## src/rtl/calc_pkg.sv

```systemverilog
// Shared constants and state encoding for the keypad calculator arithmetic path.
package calc_pkg;

    localparam int WIDTH     = 14;
    localparam int MAX_VALUE = 9999;

    localparam logic [1:0] OP_ADD = 2'b00;
    localparam logic [1:0] OP_SUB = 2'b01;
    localparam logic [1:0] OP_MUL = 2'b10;
    localparam logic [1:0] OP_DIV = 2'b11;

    typedef enum logic [2:0] {
        S_IDLE,
        S_LOAD,
        S_ADDSUB,
        S_MUL,
        S_DIV,
        S_CHECK,
        S_DONE
    } state_t;

endpackage

```

## src/rtl/alu_sequencer_if.sv

```systemverilog
// Request/response bundle between the keypad FSM layer and the arithmetic sequencer.
interface alu_sequencer_if #(
    parameter int WIDTH = 14
);
    logic             start;
    logic [1:0]       op;
    logic [WIDTH-1:0] a;
    logic [WIDTH-1:0] b;
    logic             busy;
    logic             done;
    logic [WIDTH-1:0] result;
    logic             err;

    modport master (
        output start, op, a, b,
        input  busy, done, result, err
    );

    modport slave (
        input  start, op, a, b,
        output busy, done, result, err
    );
endinterface

```

## src/rtl/muldiv_datapath.sv

```systemverilog
// Shared iterative datapath: shift-add multiply (mode=0) and restoring divide (mode=1).
module muldiv_datapath #(
    parameter int WIDTH = 14
) (
    input  logic               clk,
    input  logic               rst,
    input  logic               clr,
    input  logic               step,
    input  logic               mode,
    input  logic [WIDTH-1:0]   a,
    input  logic [WIDTH-1:0]   b,
    output logic [2*WIDTH-1:0] acc,
    output logic               last
);
    localparam int CW = $clog2(WIDTH + 1);

    logic [CW-1:0]      cnt;
    logic [2*WIDTH-1:0] mcand;
    logic [WIDTH-1:0]   shreg;
    logic [WIDTH:0]     rem;
    logic [WIDTH:0]     rem_sh;
    logic [WIDTH:0]     diff;
    logic               borrow;

    // Remainder never exceeds the divisor, so one guard bit covers the shifted value.
    always_comb begin
        rem_sh = (rem << 1) | (WIDTH + 1)'(shreg[WIDTH-1]);
        borrow = rem_sh < {1'b0, b};
        diff   = rem_sh - {1'b0, b};
    end

    assign last = (cnt == CW'(WIDTH - 1));

    always_ff @(posedge clk) begin
        if (rst || clr) begin
            cnt <= '0;
        end else if (step) begin
            cnt <= cnt + 1'b1;
        end
    end

    // shreg holds the multiplier in mul mode and the dividend in div mode.
    always_ff @(posedge clk) begin
        if (clr) begin
            acc   <= '0;
            mcand <= {{WIDTH{1'b0}}, a};
            shreg <= mode ? a : b;
            rem   <= '0;
        end else if (step) begin
            if (mode) begin
                rem   <= borrow ? rem_sh : diff;
                shreg <= shreg << 1;
                acc   <= {acc[2*WIDTH-2:0], ~borrow};
            end else begin
                if (shreg[0]) begin
                    acc <= acc + mcand;
                end
                mcand <= mcand << 1;
                shreg <= shreg >> 1;
            end
        end
    end

endmodule

```

## src/rtl/alu_sequencer.sv

```systemverilog
// Multi-cycle add/sub/mul/div controller with range and divide-by-zero checking.
module alu_sequencer
    import calc_pkg::state_t, calc_pkg::S_IDLE, calc_pkg::S_LOAD, calc_pkg::S_ADDSUB,
           calc_pkg::S_MUL, calc_pkg::S_DIV, calc_pkg::S_CHECK, calc_pkg::S_DONE,
           calc_pkg::OP_ADD, calc_pkg::OP_SUB, calc_pkg::OP_MUL, calc_pkg::OP_DIV;
#(
    parameter int WIDTH     = calc_pkg::WIDTH,
    parameter int MAX_VALUE = calc_pkg::MAX_VALUE
) (
    input  logic           clk,
    input  logic           rst,
    alu_sequencer_if.slave bus
);
    state_t             state, state_nx;
    logic               clr, step, mode, last;
    logic [1:0]         op_q;
    logic [WIDTH-1:0]   a_q, b_q;
    logic [WIDTH:0]     addsub_q;
    logic               divz_q;
    logic [2*WIDTH-1:0] acc;
    logic [2*WIDTH-1:0] check_val;
    logic               check_err;
    logic [WIDTH-1:0]   result_q;
    logic               err_q;

    function automatic logic out_of_range(input logic [2*WIDTH-1:0] v);
        return v > (2*WIDTH)'(MAX_VALUE);
    endfunction

    muldiv_datapath #(.WIDTH(WIDTH)) u_dp (
        .clk  (clk),
        .rst  (rst),
        .clr  (clr),
        .step (step),
        .mode (mode),
        .a    (a_q),
        .b    (b_q),
        .acc  (acc),
        .last (last)
    );

    assign mode       = (op_q == OP_DIV);
    assign bus.busy   = (state != S_IDLE);
    assign bus.done   = (state == S_DONE);
    assign bus.result = result_q;
    assign bus.err    = err_q;

    always_ff @(posedge clk) begin
        if (rst) begin
            state <= S_IDLE;
        end else begin
            state <= state_nx;
        end
    end

    always_comb begin
        state_nx = state;
        clr      = 1'b0;
        step     = 1'b0;
        case (state)
            S_IDLE: begin
                if (bus.start) state_nx = S_LOAD;
            end
            S_LOAD: begin
                clr = 1'b1;
                case (op_q)
                    OP_ADD, OP_SUB: state_nx = S_ADDSUB;
                    OP_MUL:         state_nx = S_MUL;
                    default:        state_nx = (b_q == '0) ? S_CHECK : S_DIV;
                endcase
            end
            S_ADDSUB: state_nx = S_CHECK;
            S_MUL, S_DIV: begin
                step = 1'b1;
                if (last) state_nx = S_CHECK;
            end
            S_CHECK: state_nx = S_DONE;
            S_DONE:  state_nx = S_IDLE;
            default: state_nx = S_IDLE;
        endcase
    end

    // Operand latches and intermediates carry no reset; state gates their use.
    always_ff @(posedge clk) begin
        if (state == S_IDLE && bus.start) begin
            op_q <= bus.op;
            a_q  <= bus.a;
            b_q  <= bus.b;
        end
        if (state == S_LOAD) begin
            divz_q <= (op_q == OP_DIV) && (b_q == '0);
        end
        if (state == S_ADDSUB) begin
            addsub_q <= (op_q == OP_SUB) ? ({1'b0, a_q} - {1'b0, b_q})
                                         : ({1'b0, a_q} + {1'b0, b_q});
        end
    end

    always_comb begin
        check_val = (op_q == OP_ADD || op_q == OP_SUB)
                  ? {{(WIDTH-1){1'b0}}, addsub_q} : acc;
        check_err = divz_q
                 || (op_q == OP_SUB && addsub_q[WIDTH])
                 || out_of_range(check_val);
    end

    // Outputs load on the CHECK edge so they are already valid in the done cycle.
    always_ff @(posedge clk) begin
        if (rst) begin
            result_q <= '0;
            err_q    <= 1'b0;
        end else if (state == S_CHECK) begin
            err_q    <= check_err;
            result_q <= check_err ? '0 : check_val[WIDTH-1:0];
        end
    end

endmodule

```

## src/flat_wrapper.sv

```systemverilog
// flat-port wrapper written by rule: the top's interface ports become plain ports
module alu_sequencer_flat import calc_pkg::state_t, calc_pkg::S_IDLE, calc_pkg::S_LOAD, calc_pkg::S_ADDSUB,
           calc_pkg::S_MUL, calc_pkg::S_DIV, calc_pkg::S_CHECK, calc_pkg::S_DONE,
           calc_pkg::OP_ADD, calc_pkg::OP_SUB, calc_pkg::OP_MUL, calc_pkg::OP_DIV;
#(
    parameter int WIDTH     = calc_pkg::WIDTH,
    parameter int MAX_VALUE = calc_pkg::MAX_VALUE
)
  (clk, rst, bus_start, bus_op, bus_a, bus_b, bus_busy, bus_done, bus_result, bus_err);
  alu_sequencer_if #(.WIDTH(WIDTH)) bus_i ();
  input  logic clk;
  input  logic rst;
  input wire logic [$bits(bus_i.start)-1:0] bus_start;
  input wire logic [$bits(bus_i.op)-1:0] bus_op;
  input wire logic [$bits(bus_i.a)-1:0] bus_a;
  input wire logic [$bits(bus_i.b)-1:0] bus_b;
  output wire logic [$bits(bus_i.busy)-1:0] bus_busy;
  output wire logic [$bits(bus_i.done)-1:0] bus_done;
  output wire logic [$bits(bus_i.result)-1:0] bus_result;
  output wire logic [$bits(bus_i.err)-1:0] bus_err;
  assign bus_i.start = bus_start;
  assign bus_i.op = bus_op;
  assign bus_i.a = bus_a;
  assign bus_i.b = bus_b;
  assign bus_busy = bus_i.busy;
  assign bus_done = bus_i.done;
  assign bus_result = bus_i.result;
  assign bus_err = bus_i.err;
  alu_sequencer #(.WIDTH(WIDTH), .MAX_VALUE(MAX_VALUE)) u_core (.clk(clk), .rst(rst), .bus(bus_i));
endmodule
```

## config.mk

```make
export PLATFORM = sky130hd
export DESIGN_NAME = alu_sequencer_flat
export DESIGN_NICKNAME = d
export VERILOG_FILES = /design/src/rtl/calc_pkg.sv /design/src/rtl/alu_sequencer_if.sv /design/src/rtl/muldiv_datapath.sv /design/src/rtl/alu_sequencer.sv /design/src/flat_wrapper.sv
export SDC_FILE = /design/constraint.sdc
export NUM_CORES = 1
export LEC_CHECK = 0
export ABC_CLOCK_PERIOD_IN_PS = 4100
export CORE_AREA = 2 2 88 174
export DETAILED_ROUTE_END_ITERATION = 8
export DIE_AREA = 0 0 90 176
export DONT_BUFFER_PORTS = 1
export GPL_ROUTABILITY_DRIVEN = 0
export GPL_TIMING_DRIVEN = 0
export PLACE_DENSITY = 0.79
export SYNTH_ARGS = -nofsm -noshare
export SYNTH_HDL_FRONTEND = slang
export SYNTH_SLANG_ARGS = --single-unit
```

## constraint.sdc

```tcl
create_clock -name clk -period 4.1 [get_ports clk]
set_input_delay 0.205 -clock clk [delete_from_list [all_inputs] [get_ports clk]]
set_output_delay 0.205 -clock clk [all_outputs]
set_load 0.05 [all_outputs]
```

==> out/summary.json <==
{
  "power_and_ir_drop": {
    "power_leakage_nw": 4.067,
    "power-per-cell-area_mw_per_mm2": 733.6,
    "ir_drop_mv": 0.5665,
    "post-layout-total-power_mw": 7.634
  },
  "global_routing": {
    "initial_antenna_violation_count": 0,
    "track_usage": 0.3588,
    "overflow": 0,
    "first_global_vias": 8333,
    "grt_first_pass_wirelength_um": 43510,
    "maximum_number_of_pins_on_one_net_before_global_route_repair": 31
  },
  "min_path": {
    "hp-class": "in -> reg"
  },
  "route": {
    "drt_pre_antenna_iters": 5,
    "drtIter0Drc": 522,
    "final_antenna_net_count": 0,
    "post-route-drc-count": 0,
    "routed_via_density": 6.526,
    "detail_route.wl_per_cell_um": 22.42,
    "drt-total-wl_um": 28110,
    "dr_total_vias": 8184
  },
  "clock_tree": {
    "clk_pin_slew_ns": 0.06,
    "clock_tree_from_tritoncts": "done",
    "number_of_levels_the_h_tree_was_split_into": 4,
    "insertion_delay_ns": 0.44,
    "cts-buffers-inserted": 17,
    "clock_sink_count": 152,
    "cts-root-to-sink-buffers": 2,
    "root_buffer": "sky130_fd_sc_hd__clkbuf_16",
    "cts_setup_buffers": 0
  },
  "worst_setup_path": {
    "worstPathMaxFanout": 10,
    "critPathArrivalTime_ns": 3.97,
    "max_stage_delay_ns": 0.50,
    "endpoint_kind": "register",
    "crit_type": "reg -> reg",
    "cp.required_ns": 4.29,
    "timing.critical_path.cells": "clkbuf_2 -> nor2b_1 -> clkbuf_2 -> mux2i_1 -> fa_1 -> a21o_1 -> a21oi_1 -> o21a_1 -> o21ai_0 -> a21oi_1 -> o21ai_0 -> or4_1 -> and3_1",
    "crit_slowest_cell": "sky130_fd_sc_hd__edfxtp_1",
    "worstSetupStartpointType": "register"
  },
  "floorplan": {
    "core_mm2": 0.01443,
    "core.rowCount": 62,
    "die-area_mm2": 0.01584,
    "initial_core_utilization": 0.6412,
    "dieWidth_um": 90,
    "die_h_um": 176,
    "boundaryPins": 50
  },
  "logic_synthesis": {
    "postSynth.topFlopCell": "sky130_fd_sc_hd__dfxtp_1",
    "synthesis.area_per_instance_um2": 9.270,
    "synth.distinct_cells": 66,
    "postSynthCellCount": 998,
    "synthesis_warnings": 0,
    "post_synthesis_register_bit_count": 152,
    "synth-edff-count": 74,
    "mappedNetlistArea_mm2": 0.009251,
    "synth-async-reset-ratio": 0,
    "synth_fp_nets": 1092,
    "seq_area_frac_synth": 0.4090
  },
  "cells_and_area": {
    "antenna_cells_inserted": 0,
    "finalInstanceArea_mm2": 0.01041,
    "fill_cell_total_of_the_finished_layout": 1112,
    "drive_gt1_frac": 0.08004,
    "num-nets-final": 1143,
    "multi_input_combinational_cell_area_mm2": 0.005162,
    "ff_latch_area_mm2": 0.003784,
    "synthToLayoutAreaGrowth_pct": 12.48
  },
  "status": {
    "run_status": "completed"
  },
  "sta": {
    "rsz0062_at_grt": "no",
    "slew_at_the_pin_closest_to_its_max_slew_limit_ns": 0.9737,
    "setup-tns-final_ns": 0,
    "post-route-period-util": 0.9238,
    "max_slew_margin": 0.3508,
    "clock_skew_ns": 0.01263,
    "finalWorstPathRequiredPeriod_ns": 3.788,
    "final-setup-viol-count": 0,
    "slew_viol_final": 0,
    "number_of_hold_slack_violations_in_the_final_timing_report": 0,
    "top_achievable_clock_speed_ghz": 0.2640
  },
  "placed_design": {
    "placement.io_buffers": 0,
    "post_dp_cell_area_mm2": 0.009519,
    "post-dp-hpwl_um": 20870
  },
  "run": {
    "cap_violations": 0
  }
}
==> cells in the final DEF, fill, tap and decap left out, types with 9 or more instances in the layout <==
cell / Yosys / layout
sky130_fd_sc_hd__nand2b_1: 9 / 9
sky130_fd_sc_hd__o21ai_0: 54 / 53
sky130_fd_sc_hd__a21o_1: 19 / 19
sky130_fd_sc_hd__edfxtp_1: 74 / 74
sky130_fd_sc_hd__nand3_1: 18 / 18
sky130_fd_sc_hd__a31oi_1: 13 / 13
sky130_fd_sc_hd__dlygate4sd3_1: 0 / 31
sky130_fd_sc_hd__nor3_1: 14 / 14
sky130_fd_sc_hd__nand2_1: 137 / 137
sky130_fd_sc_hd__xnor2_1: 41 / 41
sky130_fd_sc_hd__inv_1: 39 / 39
sky130_fd_sc_hd__o21a_1: 10 / 10
sky130_fd_sc_hd__ha_1: 58 / 58
sky130_fd_sc_hd__a311oi_1: 10 / 10
sky130_fd_sc_hd__mux4_2: 12 / 12
sky130_fd_sc_hd__a211oi_1: 15 / 15
sky130_fd_sc_hd__nand4_1: 11 / 11
sky130_fd_sc_hd__and3_1: 9 / 9
sky130_fd_sc_hd__nor2_1: 79 / 78
sky130_fd_sc_hd__mux2i_1: 16 / 16
sky130_fd_sc_hd__nor4_1: 10 / 10
sky130_fd_sc_hd__xor2_1: 10 / 10
sky130_fd_sc_hd__clkbuf_16: 0 / 17
sky130_fd_sc_hd__mux2_2: 13 / 13
sky130_fd_sc_hd__nor2b_1: 10 / 10
sky130_fd_sc_hd__clkbuf_1: 36 / 34
sky130_fd_sc_hd__dfxtp_1: 78 / 78
sky130_fd_sc_hd__a21oi_1: 91 / 91
sky130_fd_sc_hd__a22oi_1: 15 / 15
==> sequential cells by signal, indices dropped and copies added (netlist names) <==
register / count
u_core.u_dp.rem: 14
u_core.state: 3
u_core.b_q: 14
u_core.divz_q: 1
u_core.u_dp.cnt: 4
u_core.u_dp.shreg: 14
u_core.op_q: 2
u_core.addsub_q: 15
u_core.u_dp.acc: 28
u_core.u_dp.mcand: 28
u_core.bus.result: 14
u_core.a_q: 14
u_core.bus.err: 1
==> metrics by stage <==
step	hold slack, ns	cells	utilization	worst slack (ns)
6_report	0.02561	1254	0.7212	0.3124
5_1_grt	0.08366	1254	0.7212	0.05068
4_1_cts	0.02297	1254	0.7210	0.06446
3_5_place_dp	0.2955	1191	0.6597	0.1200
3_3_place_gp	0.2911	1190	0.6578	0.1529
2_1_floorplan	0.2881	998	-	0.7172
==> cell type report <==
type,instances,share of cell area
flip-flops and latches,152,0.3636
multi-input cells,762,0.4961
well taps,192,0.02309
clock inverters,14,0.01299
inverters,39,0.01407
clock buffers,18,0.04220
repair buffers,32,0.03090
plain buffers,45,0.01707
==> timing repair <==
| item | 4_1_cts | 5_1_grt |
|---|---|---|
| endpoints found under the hold margin | 32 | 0 |
| setup endpoints to repair | 0 | 2 |
| hold buffers | 31 | 0 |
| gates resized for setup | 0 | 4 |
==> logic make-up (layout without fill, tap and decap cells) <==
logic type                 after synthesis  in the layout  synth area share
AOI/OAI and AO/OA                      283            283            0.1979
muxes                                   42             42           0.06356
xor gates and xnor gates                51             51           0.04828
DFF                                    152            152            0.4090
and+or+nand+nor                        325            325            0.1616
adders and majority gates               61             61           0.08493
buffers and inverters                   84            148           0.03476
==> synthesized netlist by cell type (all sizes together) (4+ instances only) <==
cell type,instances,area [um^2]
nand2,138,520.5
a21oi,92,464.2
nor2,79,296.5
dfxtp,78,1562
edfxtp,74,2222
ha,58,725.7
o21ai,55,275.3
xnor2,41,359.1
inv,39,146.4
clkbuf,36,135.1
a21o,19,142.6
nand3,18,90.09
a211oi,16,125.1
mux2i,16,160.2
a22oi,15,112.6
mux2,14,157.6
nor3,14,70.07
a31oi,13,81.33
a311oi,12,117.6
mux4,12,270.3
nand4,11,68.82
o21a,11,90.08
nor2b,10,62.56
nor4,10,62.56
xor2,10,87.58
and3,9,56.30
buf,9,40.03
nand2b,9,56.30
and2,7,43.79
o211ai,7,52.55
o21bai,7,52.55
o31ai,6,45.04
or4,6,45.04
a21boi,5,41.29
a2111oi,4,35.03
or3,4,30.03
==> report_power, final <==
| group | switching, mW | total (mW) | internal, mW |
|---|---|---|---|
| Sequential | 0.514 | 2.63 | 2.11 |
| Combinational | 2.04 | 3.43 | 1.39 |
| Clock | 0.706 | 1.57 | 0.868 |
| Total | 3.26 | 7.63 | 4.37 |
==> critical path, delay by kind of cell, from the launching register on <==
family	cells	cell delay (ns)
DFF	1	0.50
adders and majority gates	1	0.46
and+or+nand+nor	3	0.75
muxes	1	0.18
buffers and inverters	2	0.48
AOI/OAI and AO/OA	6	1.17
==> routing by layer <==
| metal | share of wire | track usage |
|---|---|---|
| met1 | 0.32 | 0.3322 |
| met2 | 0.51 | 0.6529 |
| met3 | 0.050 | 0.05292 |
| met4 | 0.11 | 0.3487 |
| met5 | 0 | 0 |
==> path summary, 6_finish.rpt <==
kind,startpoint,end,slack (ns),depth (start not counted)
worst max-delay path,u_core.op_q[1],u_core.addsub_q[14],0.31,13
worst min-delay path,bus_start,u_core.state[0],0.03,3
worst max register to register,u_core.op_q[1],u_core.addsub_q[14],0.31,13
worst min register to register,u_core.u_dp.mcand[16],u_core.u_dp.mcand[17],0.48,2
Note: power is estimated with default switching activity, not from simulation.
